`src/rtl/sprite_pkg.sv`:
```
// sprite_pkg: shape codes, plot colours, screen geometry and FSM states
// shared by the sprite draw scheduler.
package sprite_pkg;

    localparam logic [1:0] SHAPE_ROCK    = 2'b00;
    localparam logic [1:0] SHAPE_SCISSOR = 2'b01;
    localparam logic [1:0] SHAPE_PAPER   = 2'b10;

    localparam logic [2:0] GREEN = 3'b010;
    localparam logic [2:0] WHITE = 3'b111;
    localparam logic [2:0] BLACK = 3'b000;

    localparam int SCREEN_W = 160;

    typedef enum logic [1:0] {IDLE, SCAN, FLUSH, DONE} state_e;

    // Codes 10 and 11 both mean paper, so only the top bit matters there.
    function automatic logic shape_pix(logic [1:0] s, logic r, logic sc, logic p);
        return (s[1] == SHAPE_PAPER[1]) ? p : (s == SHAPE_SCISSOR) ? sc : (s == SHAPE_ROCK) ? r : p;
    endfunction

endpackage

```
`src/rtl/sprite_draw_sched_if.sv`:
```
// sprite_draw_sched_if: request/grant, sprite ROM and VGA plot signals of the
// draw scheduler; slave is the scheduler side, master the surrounding system.
interface sprite_draw_sched_if;

    logic [1:0]  req, choice_c, choice_u, ack;
    logic        busy, done;
    logic [14:0] rom_addr;
    logic        q_r, q_s, q_p;
    logic [7:0]  vga_x;
    logic [6:0]  vga_y;
    logic [2:0]  vga_colour;
    logic        vga_plot;

    modport master (
        output req, choice_c, choice_u, q_r, q_s, q_p,
        input  ack, busy, done, rom_addr, vga_x, vga_y, vga_colour, vga_plot
    );

    modport slave (
        input  req, choice_c, choice_u, q_r, q_s, q_p,
        output ack, busy, done, rom_addr, vga_x, vga_y, vga_colour, vga_plot
    );

endinterface

```
`src/rtl/sprite_addr_gen.sv`:
```
// sprite_addr_gen: screen x of the current pixel and its sprite ROM address,
// y*SCREEN_W + xs built from two shifted copies of y.
module sprite_addr_gen
    import sprite_pkg::*;
#(
    parameter int PANEL_W = 80
) (
    input  logic [7:0]  x,
    input  logic [6:0]  y,
    input  logic        panel,
    output logic [7:0]  xs,
    output logic [14:0] addr
);

    // 160 = 128 + 32
    localparam int HI = $clog2(SCREEN_W) - 1;
    localparam int LO = $clog2(SCREEN_W - (1 << HI));

    assign xs   = x + (panel ? 8'(PANEL_W) : 8'd0);
    assign addr = (15'(y) << HI) + (15'(y) << LO) + 15'(xs);

endmodule

```
`src/rtl/sprite_draw_sched.sv`:
```
// sprite_draw_sched: grants one panel draw at a time, scans its pixels through
// the sprite ROM and plots them. Define SPRITE_SCHED_RR_EN for round-robin grants.
module sprite_draw_sched
    import sprite_pkg::*;
#(
    parameter int PANEL_W = 80,
    parameter int PANEL_H = 120,
    parameter int ROM_LAT = 1
) (
    input logic CLOCK_50,
    input logic reset_n,
    sprite_draw_sched_if.slave bus
);

    state_e      state_q, state_d;
    logic [1:0]  ack_q, ack_d, shape_q, shape_d, fl_q, fl_d;
    logic        panel_q, panel_d, gnt, last_px, x_end, pix;
    logic [7:0]  x_q, x_d, xs;
    logic [6:0]  y_q, y_d;
    logic [7:0]  xp_q [ROM_LAT], xp_d [ROM_LAT];
    logic [6:0]  yp_q [ROM_LAT], yp_d [ROM_LAT];
    logic [ROM_LAT-1:0] vp_q, vp_d;

    sprite_addr_gen #(.PANEL_W(PANEL_W)) u_addr (
        .x(x_q), .y(y_q), .panel(panel_q), .xs(xs), .addr(bus.rom_addr)
    );

`ifdef SPRITE_SCHED_RR_EN
    logic pri_q, pri_d;
    assign gnt   = &bus.req ? pri_q : bus.req[1];
    assign pri_d = (state_q == IDLE && |bus.req) ? ~gnt : pri_q;
    always_ff @(posedge CLOCK_50 or negedge reset_n)
        if (!reset_n) pri_q <= 1'b0;
        else pri_q <= pri_d;
`else
    assign gnt = bus.req[1] & ~bus.req[0];
`endif

    assign x_end   = x_q == 8'(PANEL_W - 1);
    assign last_px = x_end && y_q == 7'(PANEL_H - 1);

    always_comb begin
        state_d = state_q;
        ack_d   = 2'b00;
        shape_d = shape_q;
        panel_d = panel_q;
        x_d     = x_q;
        y_d     = y_q;
        fl_d    = fl_q;
        unique case (state_q)
            IDLE: if (|bus.req) begin
                state_d = SCAN;
                ack_d   = gnt ? 2'b10 : 2'b01;
                panel_d = gnt;
                shape_d = gnt ? bus.choice_u : bus.choice_c;
            end
            SCAN: begin
                x_d     = x_end ? 8'd0 : x_q + 8'd1;
                y_d     = !x_end ? y_q : last_px ? 7'd0 : y_q + 7'd1;
                fl_d    = 2'd0;
                state_d = last_px ? FLUSH : SCAN;
            end
            FLUSH: begin
                fl_d    = fl_q + 2'd1;
                state_d = (fl_q == 2'(ROM_LAT - 1)) ? DONE : FLUSH;
            end
            DONE: state_d = IDLE;
        endcase
    end

    // Coordinates and valid travel alongside the ROM read so they meet its data.
    always_comb begin
        xp_d[0] = xs;
        yp_d[0] = y_q;
        vp_d    = '0;
        vp_d[0] = state_q == SCAN;
        for (int i = 1; i < ROM_LAT; i++) begin
            xp_d[i] = xp_q[i-1];
            yp_d[i] = yp_q[i-1];
            vp_d[i] = vp_q[i-1];
        end
    end

    always_ff @(posedge CLOCK_50 or negedge reset_n) begin
        if (!reset_n) begin
            state_q <= IDLE;
            ack_q   <= 2'b00;
            shape_q <= 2'b00;
            panel_q <= 1'b0;
            x_q     <= 8'd0;
            y_q     <= 7'd0;
            fl_q    <= 2'd0;
            xp_q    <= '{default: '0};
            yp_q    <= '{default: '0};
            vp_q    <= '0;
        end else begin
            state_q <= state_d;
            ack_q   <= ack_d;
            shape_q <= shape_d;
            panel_q <= panel_d;
            x_q     <= x_d;
            y_q     <= y_d;
            fl_q    <= fl_d;
            xp_q    <= xp_d;
            yp_q    <= yp_d;
            vp_q    <= vp_d;
        end
    end

    assign pix            = shape_pix(shape_q, bus.q_r, bus.q_s, bus.q_p);
    assign bus.ack        = ack_q;
    assign bus.busy       = state_q != IDLE;
    assign bus.done       = state_q == DONE;
    assign bus.vga_plot   = vp_q[ROM_LAT-1];
    assign bus.vga_x      = xp_q[ROM_LAT-1];
    assign bus.vga_y      = yp_q[ROM_LAT-1];
    assign bus.vga_colour = !vp_q[ROM_LAT-1] ? BLACK : !pix ? GREEN : panel_q ? BLACK : WHITE;

endmodule

```
`src/flat_wrapper.sv`:
```
// flat-port wrapper written by rule: the top's interface ports become plain ports
module sprite_draw_sched_flat import sprite_pkg::*;
#(
    parameter int PANEL_W = 80,
    parameter int PANEL_H = 120,
    parameter int ROM_LAT = 1
)
  (CLOCK_50, reset_n, bus_req, bus_choice_c, bus_choice_u, bus_q_r, bus_q_s, bus_q_p, bus_ack, bus_busy, bus_done, bus_rom_addr, bus_vga_x, bus_vga_y, bus_vga_colour, bus_vga_plot);
  sprite_draw_sched_if bus_i ();
  input logic CLOCK_50;
  input logic reset_n;
  input wire logic [$bits(bus_i.req)-1:0] bus_req;
  input wire logic [$bits(bus_i.choice_c)-1:0] bus_choice_c;
  input wire logic [$bits(bus_i.choice_u)-1:0] bus_choice_u;
  input wire logic [$bits(bus_i.q_r)-1:0] bus_q_r;
  input wire logic [$bits(bus_i.q_s)-1:0] bus_q_s;
  input wire logic [$bits(bus_i.q_p)-1:0] bus_q_p;
  output wire logic [$bits(bus_i.ack)-1:0] bus_ack;
  output wire logic [$bits(bus_i.busy)-1:0] bus_busy;
  output wire logic [$bits(bus_i.done)-1:0] bus_done;
  output wire logic [$bits(bus_i.rom_addr)-1:0] bus_rom_addr;
  output wire logic [$bits(bus_i.vga_x)-1:0] bus_vga_x;
  output wire logic [$bits(bus_i.vga_y)-1:0] bus_vga_y;
  output wire logic [$bits(bus_i.vga_colour)-1:0] bus_vga_colour;
  output wire logic [$bits(bus_i.vga_plot)-1:0] bus_vga_plot;
  assign bus_i.req = bus_req;
  assign bus_i.choice_c = bus_choice_c;
  assign bus_i.choice_u = bus_choice_u;
  assign bus_i.q_r = bus_q_r;
  assign bus_i.q_s = bus_q_s;
  assign bus_i.q_p = bus_q_p;
  assign bus_ack = bus_i.ack;
  assign bus_busy = bus_i.busy;
  assign bus_done = bus_i.done;
  assign bus_rom_addr = bus_i.rom_addr;
  assign bus_vga_x = bus_i.vga_x;
  assign bus_vga_y = bus_i.vga_y;
  assign bus_vga_colour = bus_i.vga_colour;
  assign bus_vga_plot = bus_i.vga_plot;
  sprite_draw_sched #(.PANEL_W(PANEL_W), .PANEL_H(PANEL_H), .ROM_LAT(ROM_LAT)) u_core (.CLOCK_50(CLOCK_50), .reset_n(reset_n), .bus(bus_i));
endmodule
```
`config.mk`:
```
export PLATFORM = sky130hd
export DESIGN_NAME = sprite_draw_sched_flat
export DESIGN_NICKNAME = d
export VERILOG_FILES = /design/src/rtl/sprite_pkg.sv /design/src/rtl/sprite_draw_sched_if.sv /design/src/rtl/sprite_addr_gen.sv /design/src/rtl/sprite_draw_sched.sv /design/src/flat_wrapper.sv
export SDC_FILE = /design/constraint.sdc
export NUM_CORES = 1
export LEC_CHECK = 0
export CAP_MARGIN = 5
export CORE_UTILIZATION = 33
export CTS_CLUSTER_SIZE = 30
export DETAILED_ROUTE_END_ITERATION = 6
export GPL_TIMING_DRIVEN = 0
export MAX_ROUTING_LAYER = met4
export PLACE_DENSITY_LB_ADDON = 0.1
export SYNTH_ARGS = -nofsm -noshare
export SYNTH_HDL_FRONTEND = slang
export SYNTH_SLANG_ARGS = --single-unit
```
`constraint.sdc`:
```
create_clock -name CLOCK_50 -period 5.87 [get_ports CLOCK_50]
set_input_delay 1.174 -clock CLOCK_50 [delete_from_list [all_inputs] [get_ports CLOCK_50]]
set_output_delay 1.174 -clock CLOCK_50 [all_outputs]
set_load 0.05 [all_outputs]
```
==> summary.md <==
| Metric | Value |
|---|---|
| Maximum vdd drop | `0.000432 V` |
| Slew Limit Fails | `0` |
| CP required | `4700 ps` |
| Final hold vios | `0` |
| Register area share after synthesis | `46.3%` |
| Net Sw Frac | `43.3%` |
| Reg power frac | `32.4%` |
| Final Setup Violations | `0` |
| Top-count cell post-synth | `dfrtp_1` |
| Clk sinks | `40` |
| Post-CTS setup buffers | `0` |
| Share of the synthesized area in the top cell type | `46.3%` |
| HPWL Detailed | `3.22 mm` |
| Critical path launch point type | `flip-flop` |
| Mapped Avg Cell Area | `10.8 um2` |
| CP max FO | `6` |
| Cts repair resizes | `0` |
| Synthesized net count | `237` |
| Dominant synthesized flop cell | `dfrtp_1` |
| Pwr Density | `420 nW/um2` |
| Filler cell count | `611` |
| GP Congestion | `0.743` |
| Worst setup path class | `flip-flop to primary output` |
| Netlist cell types | `38` |
| Via count | `1635` |
| Minimum clock period | `5100 ps` |
| Post-route design area | `2860 um2` |
| Die ar. | `6880 um2` |
| Ant diodes | `0` |
| Wire length of the first global-routing pass | `7.58 mm` |
| Most frequent cells after synthesis | `dfrtp_1 (40), ha_1 (23), inv_1 (15)` |
| Hold_ws | `503 ps` |
| HP Class | `flip-flop to flip-flop` |
| Syn-to-layout area delta | `32.3%` |
| Comb pwr share | `49.5%` |
| TNS Setup | `0 ps` |
| Synth Register Bits | `40` |
| Total gr overflow | `0` |
| Crit share post-route | `86.8%` |
| Wire per inst | `12.9 um` |
| Internal | `681 uW` |
| DP Area | `2760 um2` |
| Slowest-stage cell, CP | `clkdlybuf4s50_1` |
| Port buffer count | `48` |
| Global Route Usage Sum | `14.3%` |
| Rows | `29` |
| Largest net degree at the start of global routing | `34` |
| RSZ-0062 raised after global routing | `false` |
| Io pins | `49` |
| Number of global-route vias before repair | `1543` |
| Num CTS Buffers | `5` |
| Max Root-Sink Buffers | `2` |
| Slew @ Worst Pin | `565 ps` |
| Clock power frac | `18.1%` |
| Worst slew margin | `62.2%` |
| Clock-pin slew on the worst setup and hold paths | `80 ps` |
| Post-synthesis cell area | `2160 um2` |
| Crit-path cells | `ha_1 -> a31oi_1 -> xnor2_1 -> fa_1 -> inv_1 -> fa_1 -> nor2b_1 -> o31a_1 -> o21ai_0 -> a31oi_1 -> clkdlybuf4s50_1` |
| H-tree depth | `2` |
| P_leak | `1.32 nW` |
| Max incr delay on CP | `820 ps` |
| Drt drc | `0` |
| Core Region | `6350 um2` |
| CTS tree | `yes` |
| Average vias per placed instance | `4.88` |
| Asr flop ratio synth | `100%` |
| Hold buffer count at CTS | `0` |
| Die Wd | `83.0 um` |
| Largest cells by area after synthesis | `dfrtp_1 (46%), ha_1 (13%), a21oi_1 (3.2%), o21ai_0 (3.2%), xnor2_1 (3.2%)` |
| Detail Route Antenna Nets | `0` |
| Post-synth EDFFs | `0` |
| Initial antenna violation count | `0` |
| Critical Path AT | `3920 ps` |
| Clock Skews | `9.74 ps` |
| First-pass DRT Iterations | `4` |
| Synth Instances | `201` |
| Root Driver | `clkbuf_8` |
| Clock Latency Late Sink | `290 ps` |
| Largest area contributor in the netlist | `dfrtp_1` |
| NetSw | `520 uW` |
| Share of cells above drive strength 1 | `9.30%` |
| Die H | `83.0 um` |
| Overall routed net length | `4.32 mm` |
| Post-layout net count | `293` |
| Achievable Freq | `196 MHz` |
| Worst setup EP type | `primary output` |
| Outcome | `finished clean` |
| Initial Util | `34.1%` |
| Initial DRC count | `38` |
| Max-Cap Viols | `0` |
| Synth warnings | `0` |
-- per-layer routing --
layer	GRT usage (%)	wire length, um	up-vias
met5	-	0	-
met2	19.4	1890	33
met3	3.78	183	6
met4	4.23	53	0
li1	-	-	818
met1	20.8	2190	778
-- cell usage in the layout, fill, tap and decap left out, drive strengths merged, types with 7 or more instances in the layout --
cell type / instances
clkdlybuf4s50: 47
buf: 10
nand2: 12
inv: 15
ha: 23
xnor2: 8
o21ai: 14
dfrtp: 40
nor2: 7
nand3: 12
clkbuf: 7
a21oi: 14
-- per-stage QoR --
| stage | power (mW) | std cells | util (%) | setup slack (ps) |
|---|---|---|---|---|
| 2_1_floorplan | 0.811 | 201 | - | 1440 |
| 3_3_place_gp | 0.991 | 326 | 43.2 | 1070 |
| 3_5_place_dp | 0.995 | 327 | 43.4 | 1060 |
| 4_1_cts | 1.22 | 335 | 45.1 | 732 |
| 5_1_grt | 1.28 | 335 | 45.1 | 561 |
| 6_report | 1.20 | 335 | 45.1 | 773 |
-- sequential cells by signal, summed over array words and instances, names as in the netlist, named ones only --
name and flops:
u_core.bus.vga_x 8, u_core.x_q 8, u_core.bus.vga_y 7, u_core.y_q 7, u_core.bus.ack 2, u_core.fl_q 2
u_core.shape_q 2, u_core.bus.vga_plot 1, u_core.panel_q 1, u_core.state_q 1
-- cell type report --
type | instances | area [um2] | share of cell area (%)
sequential | 40 | 1000 | 35.0
inverter | 15 | 56.3 | 1.97
buffer | 9 | 60.1 | 2.10
clock buffer | 6 | 72.6 | 2.53
clock inverter | 2 | 35.0 | 1.22
multi-input combinational | 137 | 1050 | 36.5
timing repair buffer | 49 | 495 | 17.3
tap | 77 | 96.3 | 3.37
-- worst max-delay path, delay by kind of cell (launching register included) --
family                     cells  cell delay, ps
AOI/OAI and AO/OA              4             660
xor gates and xnor gates       1             130
DFF                            1             440
adders and majority gates      3            1320
and+or+nand+nor                1             200
buffers and inverters          2             880
-- power groups by stage --
stage | clock (mW) | combinational (mW) | sequential (mW)
floorplan | 0 | 0.327 | 0.483
global placement | 0 | 0.597 | 0.395
detailed placement | 0 | 0.599 | 0.396
CTS | 0.229 | 0.603 | 0.391
global route | 0.244 | 0.632 | 0.400
finish | 0.217 | 0.595 | 0.390
-- cell families after synthesis --
family	after synthesis	share of synthesized area, %
muxes	6	2.95
DFF	40	46.3
adders and majority gates	25	15.2
xor gates and xnor gates	10	4.05
AOI/OAI and AO/OA	45	12.6
and+or+nand+nor	51	13.6
buffers and inverters	24	5.38
-- path summary, 6_finish.rpt --
check,startpoint,endpoint,slack [ps],cells past startpoint
max,u_core.x_q[6],bus_rom_addr[12],770,11
min,u_core.x_q[1],u_core.bus.vga_x[1],500,0
max reg2reg,flip-flop,u_core.y_q[3],3840,8
min reg2reg,u_core.x_q[1],u_core.bus.vga_x[1],500,0
max in group asynchronous,reset_n,u_core.y_q[4],4710,2
min in group asynchronous,reset_n,u_core.x_q[6],730,1
No activity file was read; power rests on OpenSTA's default activity.
